**src/rtl/vga_sync_monitor.sv**
```systemverilog
// vga_sync_monitor: measures incoming hsync/vsync timing (line length, sync
// widths, lines per frame), flags saturated counters and reports lock once the
// measured frame geometry repeats for STABLE_FRAMES frames.
module vga_sync_monitor #(
    parameter int CNT_W         = 12,
    parameter int LINE_W        = 11,
    parameter bit H_POL         = 1'b0,
    parameter bit V_POL         = 1'b0,
    parameter int STABLE_FRAMES = 2
) (
    input  logic              clk,
    input  logic              rst_n,
    input  logic              hsync_in,
    input  logic              vsync_in,
    input  logic              clear,
    output logic [CNT_W-1:0]  h_total,
    output logic [CNT_W-1:0]  h_sync_len,
    output logic [LINE_W-1:0] v_total,
    output logic [LINE_W-1:0] v_sync_len,
    output logic              meas_valid,
    output logic              locked,
    output logic              frame_pulse,
    output logic              err_overflow
);

    localparam int                SW         = $clog2(STABLE_FRAMES + 1);
    localparam logic [SW-1:0]     STABLE_MAX = SW'(STABLE_FRAMES);
    localparam logic [CNT_W-1:0]  H_SAT      = '1;
    localparam logic [LINE_W-1:0] L_SAT      = '1;

    typedef enum logic [1:0] {IDLE, ARM, VALID} state_t;

    state_t state, state_nxt;
    logic [SW-1:0] stable, stable_nxt;

    logic hs_p0, hs_p1, vs_p0, vs_p1;
    logic h_act_p2, h_act_p3, v_act_p2, v_act_p3;
    logic h_rise, h_fall, v_rise, v_fall;

    logic [CNT_W-1:0]  h_cnt, h_new, prev_h;
    logic [LINE_W-1:0] l_cnt, prev_v;
    logic h_full, l_full, ovf, pair_match;

    // Two-flop synchronizers, polarity normalization and the edge reference copy
    always_ff @(posedge clk or negedge rst_n) begin
        if (!rst_n) begin
            hs_p0    <= ~H_POL;
            hs_p1    <= ~H_POL;
            vs_p0    <= ~V_POL;
            vs_p1    <= ~V_POL;
            h_act_p2 <= 1'b0;
            h_act_p3 <= 1'b0;
            v_act_p2 <= 1'b0;
            v_act_p3 <= 1'b0;
        end else begin
            hs_p0    <= hsync_in;
            hs_p1    <= hs_p0;
            vs_p0    <= vsync_in;
            vs_p1    <= vs_p0;
            h_act_p2 <= (hs_p1 == H_POL);
            h_act_p3 <= h_act_p2;
            v_act_p2 <= (vs_p1 == V_POL);
            v_act_p3 <= v_act_p2;
        end
    end

    assign h_rise = h_act_p2 & ~h_act_p3;
    assign h_fall = ~h_act_p2 & h_act_p3;
    assign v_rise = v_act_p2 & ~v_act_p3;
    assign v_fall = ~v_act_p2 & v_act_p3;

    // A counter that sits at all-ones and is not about to restart has overflowed
    assign h_full = (h_cnt == H_SAT);
    assign l_full = (l_cnt == L_SAT);
    assign ovf    = (h_full & ~h_rise) | (l_full & ~v_rise);

    // Line length seen by this frame edge: a coincident hsync edge refreshes it now
    assign h_new      = (h_rise && !h_full) ? h_cnt : h_total;
    assign pair_match = (h_new == prev_h) && (l_cnt == prev_v);

    // Counters and measured values; a saturated count never overwrites a measurement
    always_ff @(posedge clk or negedge rst_n) begin
        if (!rst_n) begin
            h_cnt        <= '0;
            l_cnt        <= '0;
            h_total      <= '0;
            h_sync_len   <= '0;
            v_total      <= '0;
            v_sync_len   <= '0;
            frame_pulse  <= 1'b0;
            err_overflow <= 1'b0;
        end else if (clear) begin
            h_cnt        <= '0;
            l_cnt        <= '0;
            h_total      <= '0;
            h_sync_len   <= '0;
            v_total      <= '0;
            v_sync_len   <= '0;
            frame_pulse  <= 1'b0;
            err_overflow <= 1'b0;
        end else begin
            frame_pulse <= v_rise;
            if (ovf)
                err_overflow <= 1'b1;

            if (h_rise) begin
                h_cnt <= CNT_W'(1);
                if (!h_full)
                    h_total <= h_cnt;
            end else if (!h_full) begin
                h_cnt <= h_cnt + 1'b1;
            end
            if (h_fall && !h_full)
                h_sync_len <= h_cnt;

            if (v_rise) begin
                l_cnt <= h_rise ? LINE_W'(1) : '0;
                if (state != IDLE && !l_full)
                    v_total <= l_cnt;
            end else if (h_rise && !l_full) begin
                l_cnt <= l_cnt + 1'b1;
            end
            if (v_fall && !l_full)
                v_sync_len <= l_cnt;
        end
    end

    // Frame-level state, stable count and the registered status flags
    always_ff @(posedge clk or negedge rst_n) begin
        if (!rst_n) begin
            state      <= IDLE;
            stable     <= '0;
            prev_h     <= '0;
            prev_v     <= '0;
            meas_valid <= 1'b0;
            locked     <= 1'b0;
        end else begin
            state      <= state_nxt;
            stable     <= stable_nxt;
            meas_valid <= (state_nxt == VALID);
            locked     <= (state_nxt == VALID) && (stable_nxt == STABLE_MAX);
            if (clear) begin
                prev_h <= '0;
                prev_v <= '0;
            end else if (v_rise && state != IDLE) begin
                prev_h <= h_new;
                prev_v <= l_cnt;
            end
        end
    end

    // Next-state: arm on first frame edge, validate on the second, then track stability
    always_comb begin
        state_nxt  = state;
        stable_nxt = stable;
        case (state)
            IDLE: begin
                if (v_rise)
                    state_nxt = ARM;
            end
            ARM: begin
                if (v_rise) begin
                    state_nxt  = VALID;
                    stable_nxt = '0;
                end
            end
            VALID: begin
                if (v_rise) begin
                    if (!pair_match)
                        stable_nxt = '0;
                    else if (stable != STABLE_MAX)
                        stable_nxt = stable + 1'b1;
                end
            end
            default: begin
                state_nxt  = IDLE;
                stable_nxt = '0;
            end
        endcase
        if (ovf || clear) begin
            state_nxt  = IDLE;
            stable_nxt = '0;
        end
    end

endmodule

```
**config.mk**
```make
export PLATFORM = sky130hd
export DESIGN_NAME = vga_sync_monitor
export DESIGN_NICKNAME = d
export VERILOG_FILES = /design/src/rtl/vga_sync_monitor.sv
export SDC_FILE = /design/constraint.sdc
export NUM_CORES = 1
export LEC_CHECK = 0
export ABC_AREA = 1
export CAP_MARGIN = 15
export CORE_MARGIN = 4
export CORE_UTILIZATION = 45
export CTS_CLUSTER_DIAMETER = 80
export DETAILED_ROUTE_END_ITERATION = 10
export GPL_TIMING_DRIVEN = 0
export PLACE_DENSITY = 0.72
export SETUP_SLACK_MARGIN = 0.05
export SYNTH_ARGS = -nofsm -noshare
export SYNTH_HDL_FRONTEND = slang
export SYNTH_SLANG_ARGS = --single-unit
```
**constraint.sdc**
```tcl
create_clock -name clk -period 2 [get_ports clk]
set_input_delay 0.6 -clock clk [delete_from_list [all_inputs] [get_ports clk]]
set_output_delay 0.6 -clock clk [all_outputs]
set_load 0.05 [all_outputs]
```
==> results of run 1 <==
==> flip-flops by register name, summed over array words and instances, names as in the netlist, 11 cells and up <==
| register | flops |
|---|---|
| h_cnt | 12 |
| h_sync_len | 12 |
| h_total | 12 |
| l_cnt | 11 |
| prev_h | 12 |
| prev_v | 11 |
| v_sync_len | 11 |
| v_total | 11 |
==> placed cells by master (no fill, tap or decap), drive strengths merged, types with 2 or more instances in the layout <==
master         count
dfstp              4
o21ai             49
clkbuf            30
o211ai             3
xnor2              3
inv               97
clkdlybuf4s15     13
dlygate4sd2       33
a22oi              4
nor4               2
a21oi             17
a211oi             2
ha                 3
nor2              60
nand2            138
buf               34
clkdlybuf4s50      2
o22ai             11
nor3               8
nand4              7
dfrtp            104
mux2              12
nand3             52
==> how the worst max path moves through the flow <==
stage | endpoint | cells after the start
final | stable[1] | 16
after global routing | locked | 16
after CTS | locked | 17
after detailed placement | l_cnt[9] | 9
after global placement | v_sync_len[5] | 1
after floorplan | v_sync_len[0] | 12
==> critical path, delay by kind of cell, from the launching register on <==
kind / cells / cell delay, ps
buffers and inverters: 1 / 130
AO/OA/AOI/OAI: 1 / 60
AND/OR/NAND/NOR: 13 / 1300
adder cells (fa/ha/maj): 1 / 160
flip-flops: 1 / 400
==> synthesized netlist by cell type (3+ instances only) <==
master / instances
sky130_fd_sc_hd__xnor2_1: 3
sky130_fd_sc_hd__clkbuf_1: 13
sky130_fd_sc_hd__o21ai_0: 46
sky130_fd_sc_hd__o22ai_1: 11
sky130_fd_sc_hd__o211ai_1: 3
sky130_fd_sc_hd__mux2_2: 12
sky130_fd_sc_hd__a22oi_1: 4
sky130_fd_sc_hd__inv_1: 97
sky130_fd_sc_hd__buf_2: 5
sky130_fd_sc_hd__a21oi_1: 16
sky130_fd_sc_hd__nand3_1: 51
sky130_fd_sc_hd__nor3_1: 8
sky130_fd_sc_hd__nand2_1: 133
sky130_fd_sc_hd__nand4_1: 7
sky130_fd_sc_hd__nor2_1: 57
sky130_fd_sc_hd__nand2_2: 5
sky130_fd_sc_hd__dfrtp_1: 104
sky130_fd_sc_hd__dfstp_2: 4
sky130_fd_sc_hd__ha_1: 3
==> layout make-up <==
cell class / instances / area [sq um]
Clock buffer: 12 / 155
Sequential cell: 108 / 2710
Inverter: 97 / 367
Clock inverter: 3 / 46.3
Buffer: 20 / 156
Multi-Input combinational cell: 378 / 2180
Timing Repair Buffer: 80 / 732
Fill cell: 944 / 4370
Tap cell: 140 / 175
==> what timing repair did <==
action / in CTS / in global routing
gates resized for setup: 110 / 80
endpoints found under the setup margin: 108 / 81
setup buffers: 13 / 10
pin swaps: 4 / 32
cloned: 1 / 2
hold buffers: 0 / 0
==> cell families (layout without fill, tap and decap cells) <==
family	count (synthesis)	after routing	share of synthesized area, %
AO/OA/AOI/OAI	91	91	10.3
AND/OR/NAND/NOR	269	269	22.7
adder cells (fa/ha/maj)	3	3	0.746
flip-flops	108	108	53.8
XOR/XNOR	3	3	0.522
buffers and inverters	117	212	9.15
multiplexers	12	12	2.69
==> layer usage <==
| layer | up-vias | global-route usage [%] |
|---|---|---|
| li1 | 2112 | - |
| met2 | 119 | 36.2 |
| met4 | 0 | 7.13 |
| met3 | 28 | 5.25 |
| met1 | 2200 | 25.9 |
| met5 | - | 0 |
==> report_power, final <==
group | total (mW) | switching (mW) | internal [mW]
Clock | 1.38 | 0.740 | 0.644
Sequential | 2.28 | 0.0372 | 2.24
Combinational | 0.596 | 0.398 | 0.197
==> per-stage QoR <==
step	instance area [sq um]	hold slack, ps	worst slack [ps]
floorplan	5040	304	104
global placement	5740	347	-3700
detailed placement	5770	347	-447
CTS	6200	166	-101
global route	6520	181	-319
finish	6520	169	-136
==> results.md, run 1 <==
- The async set or reset register ratio after synthesis is 100%.
- The synthesized net count is 611.
- In this run the remaining antenna-violating nets after routing total 0.
- Summed over all cells, the static leakage comes to 3.19 nW.
- The final worst setup slack is -136 ps.
- The initial core utilization is 46.2%.
- The cell total after placement is 797.
- The hold violation count in the final report is 0.
- The data arrival at the endpoint of the critical path is 2460 ps.
- For the worst flop-to-flop path, the logic depth is 16.
- The initial antenna violation count was 0.
- The instance count of the mapped netlist is 603.
- The final core area utilization is 59.9%.
- The total power is 4.26 mW.
- The number of design-rule violations left by the first detailed-router iteration is 363.
- Entering global routing, the biggest net connects 76 pins.
- The total via count in the routed design is 4459.
- In this run the standard cell core region covers 0.0109 sq mm.
- The worst path uses 107% of the clock period.
- The critical path goes through ha_4 > nand2_4 > nor2_4 > nand3_4 > nand2_8 > buf_12 > nand2_2 > nand3_2 > nand2_2 > nor2_4 > nand2_2 > nor2_2 > nand3_1 > nand2_1 > a21oi_2 > nor2_1.
- The worst pin sits at a relative slew slack of 59.5%.
- After global routing the overflow that remains totals 0.
- The final count of pins violating max slew is 0.
- The die boundary width is 114 um.
- The highest cell delay on the worst timing path is 400 ps.
- After synthesis the netlist holds a flip-flop and latch count of 108.
- The global placement routability congestion is 0.882.
- Setup repair after global routing could not meet its margin everywhere.
- The die covers 0.0129 sq mm.
- The clock insertion delay at the later pin of the skew report is 390 ps.
- The slack of the worst reg-to-reg path is -140 ps.
- For this design, the sink count on the clock tree is 108.
- Once layout is complete, the cells apart from fillers number 838.
- TritonCTS built the clock tree.
- The highest metal layer carrying signal wires in the routed design is met4.
- The clock root buffer is sky130_fd_sc_hd__clkbuf_8.
- The repair_antennas step left the layout with diodes totalling 0.
- The netlist uses 35 different library cells.
- The most used flip-flop cell after synthesis is sky130_fd_sc_hd__dfrtp_1.
- Counting along the longest clock path gives a buffer depth of 2.
- The class of the tightest hold or removal check is in -> async.
- For the final routed database, the setup TNS stands at -444 ps.
- For this block, the routed nets add up to 13.3 mm of wire.
- Clock-pin slew was measured on the worst setup and hold paths at 110 ps.
- After detailed routing, the wire length on met1 is 5.56 mm.
- The number of synthesized flops with an enable pin is 0.
- Along the worst path, the maximum fanout reaches 5.
- Detailed placement finished with a half-perimeter wire length of 8.82 mm.
- The maximum clock frequency is 468 MHz.
- The worst register-to-register path ends at stable[1].
- The post-synth design cell area is 0.00503 sq mm.
- The vertical die dimension is 114 um.
- The post-layout net count is 702.
- The final reports fail on setup timing.
- The total setup violations reported at the end of the flow is 11.
- The post-detailed-route wirelength per cell is 15.9 um.
- The reg-to-reg startpoint is h_cnt[0].
- The worst-case clock skew is 15.7 ps.
- The number of buffers added on ports is 53.
- The number of levels in the clock H-tree is 3.
- The first element of the critical path is h_cnt[0].
- Across the run, the number of max-cap violations was 0.
- After layout, the minimum clock period comes to 2140 ps.
- The DRC violation count after routing is 0.
- The register area share after synthesis is 53.8%.
- Power spread over the standard cell area amounts to 653 mW/mm^2.
- The number of global-route vias before repair is 4509.
- In this design, the critical path's most frequently occurring cell is sky130_fd_sc_hd__nand2_2.
- Wire segments on met2 add up to 6.82 mm in the final route.
- The slew of the pin with the lowest slew margin is 608 ps.
- The combined global-route utilization of all metal layers is 21.1%.
- During I/O placement, the number of pins put on the boundary was 55.
- The floorplan has 38 rows.
- The global-route wire length before repair is 21.6 mm.
- The via count normalized by instance count is 5.32.
- The run finished, with violations left.
- The critical setup path kind is reg -> reg.
- At the worst endpoint, the required time is 2320 ps.
- The worst setup path is captured at a register.
- In the post-synthesis netlist, the biggest area contributors are sky130_fd_sc_hd__dfrtp_1 (52%), sky130_fd_sc_hd__nand2_1 (9.9%), sky130_fd_sc_hd__inv_1 (7.2%).
- The synthesis-to-layout area growth is 29.7%.
- The layout cell share with drive strength beyond 1 is 21.3%.
- The largest individual stage delay along the critical path comes from the cell sky130_fd_sc_hd__dfrtp_1.
- The share of the synthesized area in the top cell type is 51.7%.
- The most area-hungry cell type in the Yosys netlist is sky130_fd_sc_hd__dfrtp_1.
- The mean post-synth cell area is 8.34 sq um.
- The number of clock buffers added by TritonCTS is 9.
- Detailed routing placed a total of 650 um of wire on met3.
- For this run, the number of Yosys warnings is 0.
- The number of detailed-route iterations in the first pass is 5.
- The category of the worst setup path launch point is a register.
- IR analysis of the VDD net gives a maximum drop of 423 uV.
No activity file was read; power rests on OpenSTA's default activity.
==> run 2: changes to the inputs <==
- PLACE_DENSITY: 0.72 -> 0.69
- clock period: 2 -> 2.13 ns (I/O delays scaled with it)
==> results.md, run 2 (synthesis results as in run 1) <==
- The flow ran to the end, and the final reports show no timing, DRC or antenna violations.
- The data arrival at the endpoint of the critical path is 2370 ps.
- The region available for standard cell placement spans 0.0109 sq mm.
- Global routing consumed, over all layers together, 19.6% of the routing resources.
- The hold violation count in the final report is 0.
- The worst setup path is captured at a register.
- Based on the critical path, the design can be clocked at up to 475 MHz.
- The required time of the critical path is 2400 ps.
- The initial antenna violation count came to 0.
- The slack of the worst reg-to-reg path is 30 ps.
- For this run, design rule violations remaining after detail routing come to 0.
- The vertical die dimension is 114 um.
- The met2 track demand over resource is 34.3%.
- The number of design-rule violations left by the first detailed-router iteration is 312.
- The worst path buffer plus inverter count is 4.
- The post-detailed-route wirelength per cell is 14.9 um.
- In this run, post-CTS hold repair placed 0 buffers.
- The count of standard-cell rows is 38.
- The areal power density over the cells is 641 mW/mm^2.
- The final total negative setup slack is 0 ps.
- Setup repair after global routing could not meet its margin everywhere.
- The first element of the critical path is l_cnt[0].
- The fraction of met1 tracks used by global routing is 24.3%.
- In this run the worst path has a maximum fanout of 5.
- The total power is 3.94 mW.
- In this run the number of H-tree levels came out at 3.
- The clock net in this run drives a total of 108 sinks.
- TritonCTS built the clock tree.
- The overall routed net length is 12.2 mm.
- Across the run, the number of max-cap violations was 0.
- The layout cell share with drive strength beyond 1 is 14.0%.
- At the pin with the least slew margin, the transition time is 626 ps.
- The total die area is 0.0129 sq mm.
- The final antenna-violating net count is 0.
- The number of detailed-route iterations in the first pass is 4.
- The first global-routing pass estimated 20.4 mm of wire.
- The total congestion overflow after global routing is 0.
- The worst pin sits at a relative slew slack of 58.2%.
- The total via count in the routed design is 4212.
- The global placement routability congestion is 0.867.
- At the end of the flow, the number of nets in the layout was 683.
- The met3 usage in global routing is 3.82%.
- The pin count of the biggest net entering global routing is 65.
- The sum of net half-perimeters after detailed placement is 8.65 mm.
- The reg-to-reg critical path endpoint is v_sync_len[5].
- The family with the most delay on the worst path is flip-flops.
- The clock root buffer is sky130_fd_sc_hd__clkbuf_8.
- On the worst path, the slowest cell contributes a delay of 430 ps.
- The die boundary width is 114 um.
- Port buffering added 53 buffers.
- The most frequent standard cell in the layout excluding fill and tap cells is sky130_fd_sc_hd__nand2_1.
- The path class of the tightest hold or removal check is in -> async.
- Traced cell by cell, the critical path runs through ha_2 > nand2_2 > inv_2 > nand2_2 > nor2_1 > inv_1 > nor2_2 > nand3_2 > inv_2 > o31ai_4 > buf_6 > mux2_4.
- STA classifies the critical path startpoint as a register.
- The final critical-path share of the clock period is 98.8%.
- The I/O pin total is 55.
- Clock skew on the completed layout was measured at 9.70 ps.
- In the routed layout, each cell is associated on average with a via count of 5.14.
- For this design the static power due to leakage is 3.08 nW.
- From synthesis to final layout, the design area changed by 22.1%.
- The clock insertion delay at the later pin of the skew report is 380 ps.
- The worst setup path is of the reg -> reg kind.
- The number of global-route vias before repair is 4237.
- The worst path needs 2100 ps of the cycle, external delays included.
- Leaving out fill and tap cells, the most frequent cells in the layout are sky130_fd_sc_hd__nand2_1 (128), sky130_fd_sc_hd__dfrtp_1 (101), sky130_fd_sc_hd__inv_1 (94).
- The largest individual stage delay along the critical path comes from the cell sky130_fd_sc_hd__dfrtp_1.
- The number of clock buffers added by TritonCTS is 9.
- Setup violations remaining at the end of the flow were counted as 0.
- VDD sags by at most 477 uV.
- 0 antenna diodes ended up in the layout.
- Clock-pin slew was measured on the worst setup and hold paths at 110 ps.
- No sink is reached through more buffers than the 2 on the longest clock path.
- The number of cells traversed by the worst register-to-register path is 12.
- The final count of pins violating max slew is 0.
- The reg-to-reg startpoint is l_cnt[0].
- The layer with the highest usage after global routing is met2.
- The initial utilization of the core area, before any placement, comes to 46.2%.
-- run 2: cell count changes in the layout (fill, tap and decap cells not counted), sizes merged --
cell	change
dlygate4sd2	+17
buf	-16
clkbuf	-9
clkdlybuf4s15	-13
inv	+3
-- run 2: worst max path at each step --
stage	endpoint	slack (ps)	cells past startpoint
floorplan	l_cnt[9]	60	9
global placement	v_sync_len[4]	-3660	1
detailed placement	l_cnt[9]	-560	9
CTS	v_sync_len[5]	-1	12
global route	l_cnt[9]	-170	12
finish	v_sync_len[5]	30	12
-- run 2: metal layers --
layer	wire length, um	vias to the layer above
met5	0	-
met4	255	0
met3	399	19
met2	6220	62
met1	5350	2058
li1	-	2073
-- run 2: final cells by class --
cell class,instances,area (sq um)
clock buffer,10,138
sequential,108,2710
timing repair buffer,61,549
buffer,20,133
clock inverter,6,68.8
fill,1025,4740
inverter,97,364
tap,140,175
multi-input combinational,378,2000
-- run 2: through the flow --
stage | util [%] | instances | hold slack, ps | setup WS (ps) | cell area (sq um)
3_5_place_dp | 52.9 | 797 | 349 | -562 | 5760
4_1_cts | 55.2 | 816 | 275 | -1.42 | 6010
3_3_place_gp | 52.7 | 796 | 347 | -3660 | 5740
2_1_floorplan | - | 603 | 343 | 63.6 | 5030
6_report | 56.4 | 820 | 261 | 25.4 | 6140
5_1_grt | 56.4 | 820 | 308 | -170 | 6140
-- run 2: what timing repair did --
item,CTS,global route
pin swaps,1,3
buffers inserted,3,3
setup endpoints to repair,80,55
gates cloned,0,1
gates resized for setup,78,41
-- run 2: power breakdown --
part	internal (mW)	leakage, nW	total [mW]	switching (mW)
logic	0.145	1.52	0.481	0.337
registers	2.11	1.46	2.14	0.0332
clock network	0.587	0.104	1.32	0.732
